[config.mk]
export PLATFORM = sky130hd
export DESIGN_NAME = hazard_scoreboard
export DESIGN_NICKNAME = d
export VERILOG_FILES = /design/src/rtl/hazard_scoreboard.sv
export SDC_FILE = /design/constraint.sdc
export NUM_CORES = 1
export LEC_CHECK = 0
export ABC_CLOCK_PERIOD_IN_PS = 2500
export CAP_MARGIN = 20
export CORE_MARGIN = 2
export CORE_UTILIZATION = 49
export CTS_BUF_LIST = sky130_fd_sc_hd__clkbuf_2 sky130_fd_sc_hd__clkbuf_4 sky130_fd_sc_hd__clkbuf_8
export CTS_CLUSTER_DIAMETER = 30
export DETAILED_ROUTE_END_ITERATION = 7
export PLACE_DENSITY = 0.86
export SLEW_MARGIN = 20
export SYNTH_ARGS = -nofsm -noshare
export SYNTH_HDL_FRONTEND = slang
export SYNTH_SLANG_ARGS = --single-unit
export TNS_END_PERCENT = 30
[constraint.sdc]
create_clock -name clk -period 2.5 [get_ports clk]
set_input_delay 0.25 -clock clk [delete_from_list [all_inputs] [get_ports clk]]
set_output_delay 0.25 -clock clk [all_outputs]
set_load 0.01 [all_outputs]
[src/rtl/hazard_scoreboard.sv]
// Register-dependency scoreboard for a 5-stage pipeline: tracks EX/MEM/WB writers and stalls ID on RAW hazards.
// Define FORWARDING_EN for a forwarding datapath, where only load-use stalls remain; leave it undefined for no forwarding.
module hazard_scoreboard (
  input  logic        clk,
  input  logic        rst,
  input  logic [3:0]  id_rn,
  input  logic [3:0]  id_rdm,
  input  logic        id_two_src,
  input  logic        id_wb_en,
  input  logic [3:0]  id_dest,
  input  logic        id_mem_read,
  input  logic        flush,
  input  logic        mem_ready,
  output logic        hazard,
  output logic        freeze,
  output logic [2:0]  sb_valid,
  output logic [15:0] stall_cycles
);

  typedef struct packed {
    logic       valid;
    logic [3:0] dest;
    logic       memRead;
  } entryT;

  entryT exEntry;
  entryT memEntry;
  entryT wbEntry;

  logic exMatch;
  logic unusedBits;

  function automatic logic matchEntry(input entryT e, input logic [3:0] rn,
                                      input logic [3:0] rdm, input logic twoSrc);
    return e.valid && ((rn == e.dest) || (twoSrc && (rdm == e.dest)));
  endfunction

  assign exMatch = matchEntry(exEntry, id_rn, id_rdm, id_two_src);

`ifdef FORWARDING_EN
  // Forwarding covers every producer except a load still in EX.
  assign hazard     = exMatch && exEntry.memRead;
  assign unusedBits = ^{memEntry.dest, memEntry.memRead, wbEntry.dest, wbEntry.memRead};
`else
  logic memMatch;

  // WB is never checked: the register file writes in the first half-cycle and ID reads in the second.
  assign memMatch   = matchEntry(memEntry, id_rn, id_rdm, id_two_src);
  assign hazard     = exMatch || memMatch;
  assign unusedBits = ^{memEntry.memRead, wbEntry.dest, wbEntry.memRead};
`endif

  assign freeze   = ~mem_ready;
  assign sb_valid = {wbEntry.valid, memEntry.valid, exEntry.valid};

  always_ff @(posedge clk or negedge rst) begin
    if (!rst) begin
      exEntry      <= '0;
      memEntry     <= '0;
      wbEntry      <= '0;
      stall_cycles <= '0;
    end else if (mem_ready) begin
      // NOTE: non-blocking assignments make MEM take the old EX and WB the old MEM in the same edge.
      exEntry      <= '{valid: id_wb_en && !hazard && !flush, dest: id_dest, memRead: id_mem_read};
      memEntry     <= exEntry;
      wbEntry      <= memEntry;
      if (hazard && (stall_cycles != 16'hFFFF)) begin
        stall_cycles <= stall_cycles + 16'd1;
      end
    end
  end

endmodule

* After elaboration in Yosys (flattened, before gate mapping) *
Index checks and enable logic that the tools add are counted.

word-level totals
  register bits = 27
  output and inout bits = 21
  logic and storage cells = 26

cells by class
  add/sub/neg operators = 1
  equal/unequal tests = 5
  bitwise logic cells = 1
  reduce and logical (&&, ||, !) cells = 13

operator list
  operator               count
  $add 16x1->16 const B  1
  $eq 4x4->1             4
  $ne 16x16->1 const B   1
  $logic_and 1x1->1      7
  $logic_or 1x1->1       3
  $logic_not 1->1        2
  $reduce_and 2->1       1
  $not 1->1              1

* Logic depth before layout (Yosys ltp) *
  depth after elaboration = 8
  gate-level depth with buffers = 7
  mapped depth without buffers = 6

* Least setup slack after synthesis *
No wires, ideal clock.

  path kind = register -> register
  from = register stall_cycles[0]
  to = register stall_cycles[1]
  arrival time = 1.855 ns
  data required time = 2.375 ns
  setup slack = 0.520 ns
  stages on the path, launching flop included = 7
  path buffers = 1
  period minus slack after synthesis = 1.980 ns
  cell sequence = dfrtp_1 -> ha_1 -> nand3_1 -> or4_4 -> buf_6 -> and3_4 -> mux2_4

on the way
  word-level cells in the longest chain between the ends = 3
  elaborated cells between the ends (all ways) = 4
  those cells by class = add/sub: 1; eq/ne: 1; reduce/logical: 2

RTL lines
  item                                                                   RTL line  text
  from (decl)                                                            17        output logic [15:0] stall_cycles
  from (signal assigned)                                                 68        stall_cycles <= stall_cycles + 16'd1;
  parallel branches: the longest is 3 deep, another holds $add 16x1->16  --

Several ways; the timed one is not identified.
A chain may end at the register's enable or synchronous reset.

* Worst setup path in the final report *
  from = input id_rdm[1]
  to = output hazard

on the way
  word-level cells in the longest chain between the ends = 5
  elaborated cells between the ends (all ways) = 9
  those cells by class = eq/ne: 2; reduce/logical: 7

RTL lines
  item                RTL line  text
  from (decl)         7         input logic [3:0] id_rdm,
  $eq 4x4->1          35        return e.valid && ((rn == e.dest) || (twoSrc && (rdm == e.dest)));
  $logic_and 1x1->1   35
  $logic_or 1x1->1    35
  $logic_and 1x1->1   35
  $logic_or 1x1->1 *  49        assign hazard = exMatch || memMatch;
  to (decl)           14        output logic hazard,

Every way passes the cells marked *; elsewhere a longest branch is shown, timed or not.

==> impl_metrics.tcl <==
set metrics [dict create \
    status "finished, violations left" \
    violations "design-rule violations" \
    finalCritPeriodShare_pct 91.7 \
    via_per_inst 5.79 \
    power.density_mw_per_mm2 498 \
    reg2reg_depth 6 \
    cts.sinks 27 \
    synth_seq_cells 27 \
    final_cell_mix "clkdlybuf4s50_1 (37), dfrtp_1 (27), xnor2_1 (15)" \
    syn_area_per_cell_um2 10.7 \
    worstSetupEndpointType "output port" \
    maxSlewHeadroom_pct 78.0 \
    die_h_um 58.6 \
    layout-drive-gt1-share_pct 15.7 \
    numCtsBuffers 3 \
    die_w_um 58.6 \
    fin_setup_tns_ns 0 \
    area_growth_pct 30.7 \
    port_buffers 38 \
    ys_warn_count 0 \
    diodes 0 \
    arrival_ns 2.04 \
    first_pass_iters 6 \
    ys_top_cells_by_area "dfrtp_1 (46%), xnor2_1 (9.0%), mux2_2 (6.9%)" \
    finalNetCount 199 \
    rr_endpoint "stall_cycles[1]$_DFFE_PN0P_" \
    syn_inst 136 \
    cts_resized 1 \
    cts_buffer_depth 2 \
    remaining_drc_errors 4 \
    r2r-start "exEntry[2]$_DFFE_PN0P_" \
    cts_hold_buf 0 \
    via_count 1211 \
    leakage_nw 0.788 \
    gr-usage-all-layers_pct 19.5 \
    critPathMaxStageDelay_ns 0.49 \
    vdd_drop_max_v 0.000374 \
    clk_latency_ns 0.31 \
    start_kind "input pin" \
    path_cells "clkdlybuf4s50_1 > inv_1 > a222oi_1 > or4b_1 > nand4_2 > dlygate4sd2_1" \
    finalMaxSlewViolations 0 \
    post-synth-top-area-fraction_pct 46.2 \
    ant_nets 0 \
    fmax_mhz 436 \
    grt-ovfl-total 0 \
    path_buf_inv 3 \
    layout_setup_ws_ns 0.208 \
    postCtsSetupBuffers 0 \
    drt-initial-drc-count 44 \
    synthesis.area_mm2 0.00146 \
    start_util_pct 52.1 \
    setup_violations 0 \
    worst-path-max-fanout 2 \
    skew_ns 0.00804 \
    grt_pass1_wl_um 5110 \
    gp_congestion 0.879 \
    syn_nets 156 \
    grt_setup_unrepaired "no" \
    grt_max_degree 28 \
    min_period_ns 2.29 \
    htree_levels 1 \
    hold_viol_final 0 \
    hold_class "in2async" \
    wirelength_um 3180 \
    maxCapViolCount 0 \
    cts_tree "yes" \
    grt_pass1_vias 1156 \
    cp.required_ns 2.25 \
    fp-row-count 19 \
    yosys.area.top_type "dfrtp_1" \
    cpMaxStageDelayCell "clkdlybuf4s50_1" \
    place_ws_ns -0.0335 \
    synth_cell_types 34 \
    antenna_found_initial 0 \
    dp_hpwl_um 2350 \
    routedWlPerCell_um 15.2 \
    cp_num_cells 6 \
    worstSetupPathType "in2out" \
    cts-root-buf "clkbuf_4" \
    synth_seq_area_share_pct 46.2 \
    fp.dieArea_mm2 0.00344 \
    path_clk_slew_ns 0.14 \
    core_region_area_mm2 0.00281 \
    worstMarginPinSlew_ns 0.330 \
    num_io_pins 40 \
    layout_commonest_cell "clkdlybuf4s50_1" \
    ff2ff_setup_slack_ns 0.30 \
    cp_top_family "buffers and inverters" \
]
[registers in the layout, indices dropped and copies added, names as in the netlist]
| signal | cells |
|---|---|
| exEntry | 4 |
| memEntry | 4 |
| sb_valid | 3 |
| stall_cycles | 16 |
[cell usage after synthesis]
master    count
and4_1        2
xnor2_1      15
ha_1          1
clkbuf_1      1
nor3_1        5
o211ai_1      1
o22ai_1       1
o2111a_1      1
nand4_2       1
and3_4        1
xor2_1       11
nand2_1       7
nand2_2       1
and3_2        2
nor2b_1       1
a222oi_1      1
buf_1         1
and3_1        3
mux2_4        1
mux2_2        9
dfrtp_1      27
nor2_1        6
a21oi_1       2
inv_1         8
or4_4         1
or4b_1        1
nand3_1       8
buf_4         2
o21ai_0       1
nand3_2       1
o32ai_1       1
nand4_1       9
nor2_2        1
buf_6         2
[per-layer routing]
layer	GRT usage (%)	vias to the layer above	wire length (um)
li1	-	563	-
met5	0	-	0
met1	25.2	586	1350
met4	4.87	0	25
met3	2.86	6	265
met2	34.7	56	1530
[metrics by stage]
stage / instances / util (%) / cell area [um^2] / hold WS (ns) / total power (W)
2_1_floorplan: 136 / - / 1460 / -0.0456 / 0.000647
3_3_place_gp: 205 / 67.0 / 1880 / 0.484 / 0.000763
3_5_place_dp: 205 / 67.0 / 1880 / 0.482 / 0.000771
4_1_cts: 209 / 68.1 / 1910 / 0.289 / 0.000960
5_1_grt: 209 / 68.1 / 1910 / 0.289 / 0.00100
6_report: 209 / 68.1 / 1910 / 0.278 / 0.000952
[layout make-up]
| class | count | area, um^2 |
|---|---|---|
| Clock buffer | 4 | 30.0 |
| Sequential cell | 27 | 676 |
| Multi-Input combinational cell | 95 | 711 |
| Fill cell | 232 | 896 |
| Timing Repair Buffer | 44 | 424 |
| Inverter | 8 | 30.0 |
| Tap cell | 31 | 38.8 |
[worst reg2reg max path: stages, from the launching register on]
cell and delay (ns):
dfrtp_1 0.45, a222oi_1 0.32, or4b_1 0.49, nand4_2 0.15, buf_4 0.18, and3_4 0.21, mux2_4 0.30
[where the power goes]
| part | total, W | internal [W] | leakage (nW) | switching (W) |
|---|---|---|---|---|
| clock | 0.000189 | 0.0000731 | 0.0184 | 0.000116 |
| combinational | 0.000235 | 0.000142 | 0.416 | 0.0000935 |
| sequential | 0.000527 | 0.000478 | 0.354 | 0.0000491 |
[worst max path at each step]
stage | endpoint | from
6_report | hazard | id_rdm[1]
5_1_grt | hazard | exEntry[3]$_DFFE_PN0P_
4_1_cts | hazard | id_rdm[1]
3_5_place_dp | stall_cycles[1]$_DFFE_PN0P_ | id_rdm[1]
3_3_place_gp | hazard | id_rdm[1]
2_1_floorplan | stall_cycles[1]$_DFFE_PN0P_ | stall_cycles[0]$_DFFE_PN0P_
[kinds of logic after synthesis]
group / synth area share (%)
buffers and inverters: 5.14
adders and majority gates: 0.856
AOI/OAI and AO/OA: 4.02
muxes: 7.96
xor gates and xnor gates: 15.6
and+or+nand+nor: 20.2
DFF: 46.2
Note: power is estimated with default switching activity, not from simulation.
